**src/rtl/rv32_mem_pkg.sv**
```systemverilog
// Shared load/store definitions for the data-memory path.
// Provides funct3 encodings, the bridge FSM state type, the latched request
// payload, and helpers for transfer size and alignment checks.
package rv32_mem_pkg;

  localparam int unsigned XLEN   = 32;
  localparam int unsigned BYTE_W = 8;
  localparam int unsigned F3_W   = 3;

  // Load encodings
  localparam logic [F3_W-1:0] F3_LB  = 3'b000;
  localparam logic [F3_W-1:0] F3_LH  = 3'b001;
  localparam logic [F3_W-1:0] F3_LW  = 3'b010;
  localparam logic [F3_W-1:0] F3_LBU = 3'b100;
  localparam logic [F3_W-1:0] F3_LHU = 3'b101;

  // Store encodings
  localparam logic [F3_W-1:0] F3_SB  = 3'b000;
  localparam logic [F3_W-1:0] F3_SH  = 3'b001;
  localparam logic [F3_W-1:0] F3_SW  = 3'b010;

  typedef enum logic [1:0] {
    IDLE = 2'd0,
    XFER = 2'd1,
    DONE = 2'd2
  } state_t;

  // Request captured from EX/MEM at the start of an access
  typedef struct packed {
    logic              wr;
    logic [F3_W-1:0]   funct3;
    logic [XLEN-1:0]   addr;
    logic [XLEN-1:0]   wdata;
  } mem_req_t;

  // Number of byte transfers for a funct3 (1, 2 or 4)
  function automatic logic [2:0] bytes_for_funct3(input logic [F3_W-1:0] f3);
    logic [2:0] n;
    case (f3)
      F3_LH, F3_LHU: n = 3'd2;
      F3_LW:         n = 3'd4;
      default:       n = 3'd1;
    endcase
    return n;
  endfunction

  // funct3 values that name no load/store
  function automatic logic illegal_funct3(input logic [F3_W-1:0] f3);
    logic bad;
    case (f3)
      3'b011, 3'b110, 3'b111: bad = 1'b1;
      default:                bad = 1'b0;
    endcase
    return bad;
  endfunction

  // Halfwords need even addresses, words need 4-byte alignment
  function automatic logic misaligned(input logic [F3_W-1:0] f3,
                                      input logic [1:0]      addr_lo);
    logic mis;
    case (f3)
      F3_LH, F3_LHU: mis = addr_lo[0];
      F3_LW:         mis = (addr_lo != 2'b00);
      default:       mis = 1'b0;
    endcase
    return mis;
  endfunction

endpackage

```
**src/rtl/mem_load_align.sv**
```systemverilog
// Load result formatting: takes the little-endian gathered word (byte 0 in
// lane 0) and applies sign or zero extension according to funct3.
// Ports: word (gathered bytes), funct3 (load type), load_data_c (result).
module mem_load_align
  import rv32_mem_pkg::*;
(
  input  logic [XLEN-1:0] word,
  input  logic [F3_W-1:0] funct3,
  output logic [XLEN-1:0] load_data_c
);

  localparam int unsigned HALF_W = 2 * BYTE_W;

  always_comb begin
    load_data_c = word;
    case (funct3)
      F3_LB:  load_data_c = {{(XLEN - BYTE_W){word[BYTE_W-1]}}, word[BYTE_W-1:0]};
      F3_LBU: load_data_c = {{(XLEN - BYTE_W){1'b0}}, word[BYTE_W-1:0]};
      F3_LH:  load_data_c = {{(XLEN - HALF_W){word[HALF_W-1]}}, word[HALF_W-1:0]};
      F3_LHU: load_data_c = {{(XLEN - HALF_W){1'b0}}, word[HALF_W-1:0]};
      default: load_data_c = word;
    endcase
  end

endmodule

```
**src/rtl/mem_bus_bridge.sv**
```systemverilog
// Data-memory bridge: performs a pipeline load/store as 1, 2 or 4 sequential
// little-endian byte transfers on a req/ack bus, holding the pipeline via a
// combinational stall until the access finishes.
// Ports:
//   clk, rst                 clock, synchronous active-high reset
//   mem_rd, mem_wr           load / store request (store wins)
//   funct3, addr, wdata      access type, byte address, store data
//   rdata                    registered, extended load result
//   stall                    combinational pipeline hold
//   err                      one-cycle pulse: misaligned, illegal, timeout
//   bus_req/we/addr/wdata    byte-transfer request to memory
//   bus_ack, bus_rdata       memory accept and read byte
module mem_bus_bridge
  import rv32_mem_pkg::*;
#(
  parameter int unsigned TIMEOUT_CYCLES = 255
) (
  input  logic              clk,
  input  logic              rst,
  input  logic              mem_rd,
  input  logic              mem_wr,
  input  logic [F3_W-1:0]   funct3,
  input  logic [XLEN-1:0]   addr,
  input  logic [XLEN-1:0]   wdata,
  output logic [XLEN-1:0]   rdata,
  output logic              stall,
  output logic              err,
  output logic              bus_req,
  output logic              bus_we,
  output logic [XLEN-1:0]   bus_addr,
  output logic [BYTE_W-1:0] bus_wdata,
  input  logic              bus_ack,
  input  logic [BYTE_W-1:0] bus_rdata
);

  localparam int unsigned CNT_W = 32;

  state_t             state, state_n;
  mem_req_t           req_q, req_n;
  logic [XLEN-1:0]    idx_q, idx_n;
  logic [CNT_W-1:0]   cnt_q, cnt_n;
  logic [XLEN-1:0]    word_q, word_n;
  logic [XLEN-1:0]    rdata_n;
  logic               err_n;
  logic               bus_req_n;
  logic               bus_we_n;
  logic [XLEN-1:0]    bus_addr_n;
  logic [BYTE_W-1:0]  bus_wdata_n;
  logic [XLEN-1:0]    nbytes_c;
  logic [XLEN-1:0]    load_data_c;
  logic               req_c;

  assign req_c    = mem_rd | mem_wr;
  assign nbytes_c = XLEN'(bytes_for_funct3(req_q.funct3));

  // Pipeline hold: request waiting in IDLE or transfer in progress
  assign stall = ((state == IDLE) & req_c) | (state == XFER);

  mem_load_align u_align (
    .word        (word_q),
    .funct3      (req_q.funct3),
    .load_data_c (load_data_c)
  );

  // State and datapath registers
  always_ff @(posedge clk) begin
    if (rst) begin
      state     <= IDLE;
      req_q     <= '0;
      idx_q     <= '0;
      cnt_q     <= '0;
      word_q    <= '0;
      rdata     <= '0;
      err       <= 1'b0;
      bus_req   <= 1'b0;
      bus_we    <= 1'b0;
      bus_addr  <= '0;
      bus_wdata <= '0;
    end else begin
      state     <= state_n;
      req_q     <= req_n;
      idx_q     <= idx_n;
      cnt_q     <= cnt_n;
      word_q    <= word_n;
      rdata     <= rdata_n;
      err       <= err_n;
      bus_req   <= bus_req_n;
      bus_we    <= bus_we_n;
      bus_addr  <= bus_addr_n;
      bus_wdata <= bus_wdata_n;
    end
  end

  // Next-state and datapath update
  always_comb begin
    state_n = state;
    req_n   = req_q;
    idx_n   = idx_q;
    cnt_n   = cnt_q;
    word_n  = word_q;
    rdata_n = rdata;
    err_n   = 1'b0;

    case (state)
      IDLE: begin
        if (req_c) begin
          req_n.wr     = mem_wr;
          req_n.funct3 = funct3;
          req_n.addr   = addr;
          req_n.wdata  = wdata;
          idx_n        = '0;
          cnt_n        = '0;
          word_n       = '0;
          // Bad requests skip the bus entirely and just report
          if (illegal_funct3(funct3) || misaligned(funct3, addr[1:0])) begin
            state_n = DONE;
            err_n   = 1'b1;
          end else begin
            state_n = XFER;
          end
        end
      end

      XFER: begin
        if (bus_ack) begin
          if (!req_q.wr) begin
            word_n[{idx_q[1:0], 3'b000} +: BYTE_W] = bus_rdata;
          end
          idx_n = idx_q + XLEN'(1);
          cnt_n = '0;
          if (idx_q == nbytes_c - XLEN'(1)) begin
            state_n = DONE;
          end
        end else begin
          cnt_n = cnt_q + CNT_W'(1);
          if (cnt_n == CNT_W'(TIMEOUT_CYCLES)) begin
            state_n = DONE;
            err_n   = 1'b1;
          end
        end
      end

      DONE: begin
        // err is high only for failed accesses; those leave rdata alone
        if (!req_q.wr && !err) begin
          rdata_n = load_data_c;
        end
        state_n = IDLE;
      end

      default: state_n = IDLE;
    endcase

    // Bus outputs are registered from the upcoming transfer position
    bus_req_n   = (state_n == XFER);
    bus_we_n    = bus_req_n & req_n.wr;
    bus_addr_n  = req_n.addr + idx_n;
    bus_wdata_n = req_n.wdata[{idx_n[1:0], 3'b000} +: BYTE_W];
  end

endmodule
```
**config.mk**
```make
export PLATFORM = sky130hd
export DESIGN_NAME = mem_bus_bridge
export DESIGN_NICKNAME = d
export VERILOG_FILES = /design/src/rtl/rv32_mem_pkg.sv /design/src/rtl/mem_load_align.sv /design/src/rtl/mem_bus_bridge.sv
export SDC_FILE = /design/constraint.sdc
export NUM_CORES = 1
export LEC_CHECK = 0
export ABC_AREA = 1
export ABC_CLOCK_PERIOD_IN_PS = 4050
export BUFFER_PORTS_ARGS = -buffer_cell sky130_fd_sc_hd__buf_2
export CAP_MARGIN = 20
export CORE_UTILIZATION = 58
export DETAILED_ROUTE_END_ITERATION = 8
export PLACE_DENSITY = 0.88
export SLEW_MARGIN = 20
export SYNTH_ARGS = -nofsm -noshare
export SYNTH_HDL_FRONTEND = slang
export SYNTH_SLANG_ARGS = --single-unit
```
**constraint.sdc**
```tcl
create_clock -name clk -period 4.05 [get_ports clk]
set_input_delay 0.405 -clock clk [delete_from_list [all_inputs] [get_ports clk]]
set_output_delay 0.405 -clock clk [all_outputs]
set_load 0.01 [all_outputs]
```
==> reports/qor.csv <==
metric,value,unit
synthSimpleGateAreaFrac,0.301,
synthArstFlopShare,0,
status,finished clean,
cellInternalPower,4.32,mW
die-area,0.0223,mm^2
critPathRequiredTime,4.47,ns
crit_fanout,7,
wl,33400,um
cts_buffers,25,
met1Wirelength,14700,um
die_y,149,um
synth_ff_type,dfxtp_1,
initial_core_util,0.594,
synth_top_family_by_area,simple AND/OR/NAND/NOR gates,
antenna_found_initial,2,
yosys_register_bits,241,
cts-resized-gates,0,
grt_max_degree,170,
drv_slew,0,
detail-route-antenna-nets,0,
ys_top_cells_by_area,"dfxtp_1, nand2_1, nor2_1",
vias_per_cell,5.55,
regToRegSetupSlack,0.38,ns
tightestPinTransition,0.792,ns
ctsHoldBuffers,0,
io_buffers,155,
cts_tree,yes,
placedCellCount,2136,
num_rows,53,
hp-class,in -> reg,
wl_per_cell,15.3,um
tns,0,ns
cts_max_level,1,
io_pins,156,
grt.total_usage,0.298,
yosys.area.top_type,dfxtp_1,
cts-root-buf,clkbuf_16,
synth.most_common_cell,nand2_1,
layout.cells.non_filler,2183,
drive_gt1_frac,0.168,
synth_xor_area_frac,0.00836,
postCtsSetupRepairBufs,0,
synth_compound_area_frac,0.152,
top_layer,met4,
clk-insertion-delay-late,0.53,ns
synth_area,0.0126,mm^2
final-setup-viol-count,0,
synth_edf_count,0,
gp_congestion,0.929,
p_clk_frac,0.389,
dr_total_vias,12100,
die_w,149,um
clkSinkCount,241,
synth_nets,1872,
clk_pin_slew,0.06,ns
route.met3.wl,2250,um
ys_seq_area_frac,0.384,
slew_headroom,0.472,
min_path_cells,3,
power_frac_comb,0.177,
synth.area.mux_share,0.0390,
syn-instance-count,1753,
holdPathEnd,req_q[9],
place_hpwl,24000,um
skew,0.0166,ns
arrival,4.09,ns
criticalPathCategory,reg -> reg,
period_needed,3.67,ns
end_kind,flip-flop,
synth_common_cells,"nand2_1, nor2_1, dfxtp_1",
gr-total-overflow,0,
drv_cap,0,
ys_types,61,
yosys_warnings,0,
synth_top_area_frac,0.384,
leakagePower,6.51,nW
rsz0062_at_grt,no,
power.share.sequential,0.433,
avgSynthCellArea,7.17,um^2
clk_path_buf_depth,3,
coreArea,0.0212,mm^2
num-nets-final,2007,
r2r_cells,17,
drt_iter0_drc,892,
areaGrowthSynthToFinish,14.3,%
p_switching,1.72,mW
timing.fmax,272,MHz
firstDrtPassIters,8,
switching_share,0.285,
grt_pass1_vias,11400,
vdd_ir_drop_max,318,uV
fin_crit_sh,0.906,
r2r-start,idx_q[1],
r2r-end,bus_addr[30],
drc,0,
grt_pass1_wl,54200,um
start_kind,flip-flop,
p_per_area,420,mW/mm^2
hp-start,wdata[9],
hold_viol_final,0,
wl_met2,15400,um
synth-adder-area-share,0.0394,
==> final cells by class <==
cell class                      instances  area [um^2]
Tap cell                              275          344
Multi-Input combinational cell       1269         6780
Fill cell                            1746         6790
Timing Repair Buffer                  168          888
Antenna cell                            2         5.00
Clock buffer                           34          699
Inverter                              183          689
Sequential cell                       241         4820
Clock inverter                         11          139
==> critical path, stage by stage (launching register included) <==
cell	delay, ns
dfxtp_1	0.49
ha_1	0.25
nand3_1	0.15
nor4_2	0.32
nand2_1	0.14
nor3_2	0.24
nand2_1	0.12
o21ai_0	0.25
nor2_1	0.07
ha_1	0.35
nand2_1	0.16
inv_1	0.06
a21oi_1	0.26
o21ai_0	0.14
a221oi_1	0.34
nand3_1	0.12
nand2_1	0.07
nor2_1	0.05
==> worst max-delay path by stage <==
stage	end	start	cells after the start
2_1_floorplan	bus_addr[24]	state[1]	21
3_3_place_gp	bus_addr[24]	mem_wr	20
3_5_place_dp	bus_addr[30]	idx_q[1]	17
4_1_cts	bus_addr[24]	idx_q[1]	21
5_1_grt	bus_addr[30]	idx_q[1]	17
6_report	bus_addr[30]	idx_q[1]	17
==> registers in the layout (all words and copies together) (netlist names) <==
| name | cells |
|---|---|
| bus_addr | 32 |
| bus_req | 1 |
| bus_wdata | 8 |
| bus_we | 1 |
| cnt_q | 32 |
| err | 1 |
| idx_q | 32 |
| rdata | 32 |
| req_q | 68 |
| state | 2 |
| word_q | 32 |
==> power by group through the flow <==
stage | clock (mW) | sequential, mW | combinational, mW
final | 2.35 | 2.62 | 1.07
after global routing | 2.48 | 2.63 | 1.19
after CTS | 2.37 | 2.62 | 1.06
after detailed placement | 0 | 2.67 | 1.05
after global placement | 0 | 2.66 | 1.02
after floorplan | 0 | 2.69 | 0.706
==> layout by cell type (no fill, tap or decap), drive strengths merged, types with 2 or more instances in the layout <==
cell / n
nand2: 328
nor2: 284
dfxtp: 241
inv: 181
buf: 168
a21oi: 151
o21ai: 138
nand3: 63
nor3: 60
mux2i: 40
ha: 38
or2: 38
clkbuf: 34
nand4: 28
nor4: 16
o21a: 10
xor2: 10
a211oi: 10
nand3b: 9
a21o: 8
mux2: 8
clkinv: 8
o21bai: 4
and2: 3
a31oi: 3
bufinv: 3
diode: 2
o31ai: 2
xnor2: 2
o221ai: 2
a22oi: 2
or4: 2
clkinvlp: 2
==> through the flow <==
stage	instance area (um^2)	power, mW	util	hold slack [ns]	worst slack [ns]
CTS	14400	6.05	0.679	0.134	0.316
global route	14400	6.30	0.679	0.155	0.00766
finish	14400	6.04	0.679	0.138	0.380
detailed placement	13500	3.72	0.639	0.455	0.445
floorplan	12600	3.39	-	0.435	0.941
global placement	13500	3.68	0.639	0.452	0.499
==> logic make-up after synthesis <==
| group | Yosys count |
|---|---|
| DFF | 241 |
| muxes | 48 |
| adders and majority gates | 39 |
| AOI/OAI and AO/OA | 337 |
| xor gates and xnor gates | 12 |
| and+or+nand+nor | 833 |
| buffers and inverters | 243 |
==> metal layers <==
layer / vias up / GRT usage
li1: 6047 / -
met4: 0 / 0.106
met3: 79 / 0.0355
met5: - / 0
met1: 5540 / 0.391
met2: 459 / 0.503
No activity file was read; power rests on OpenSTA's default activity.
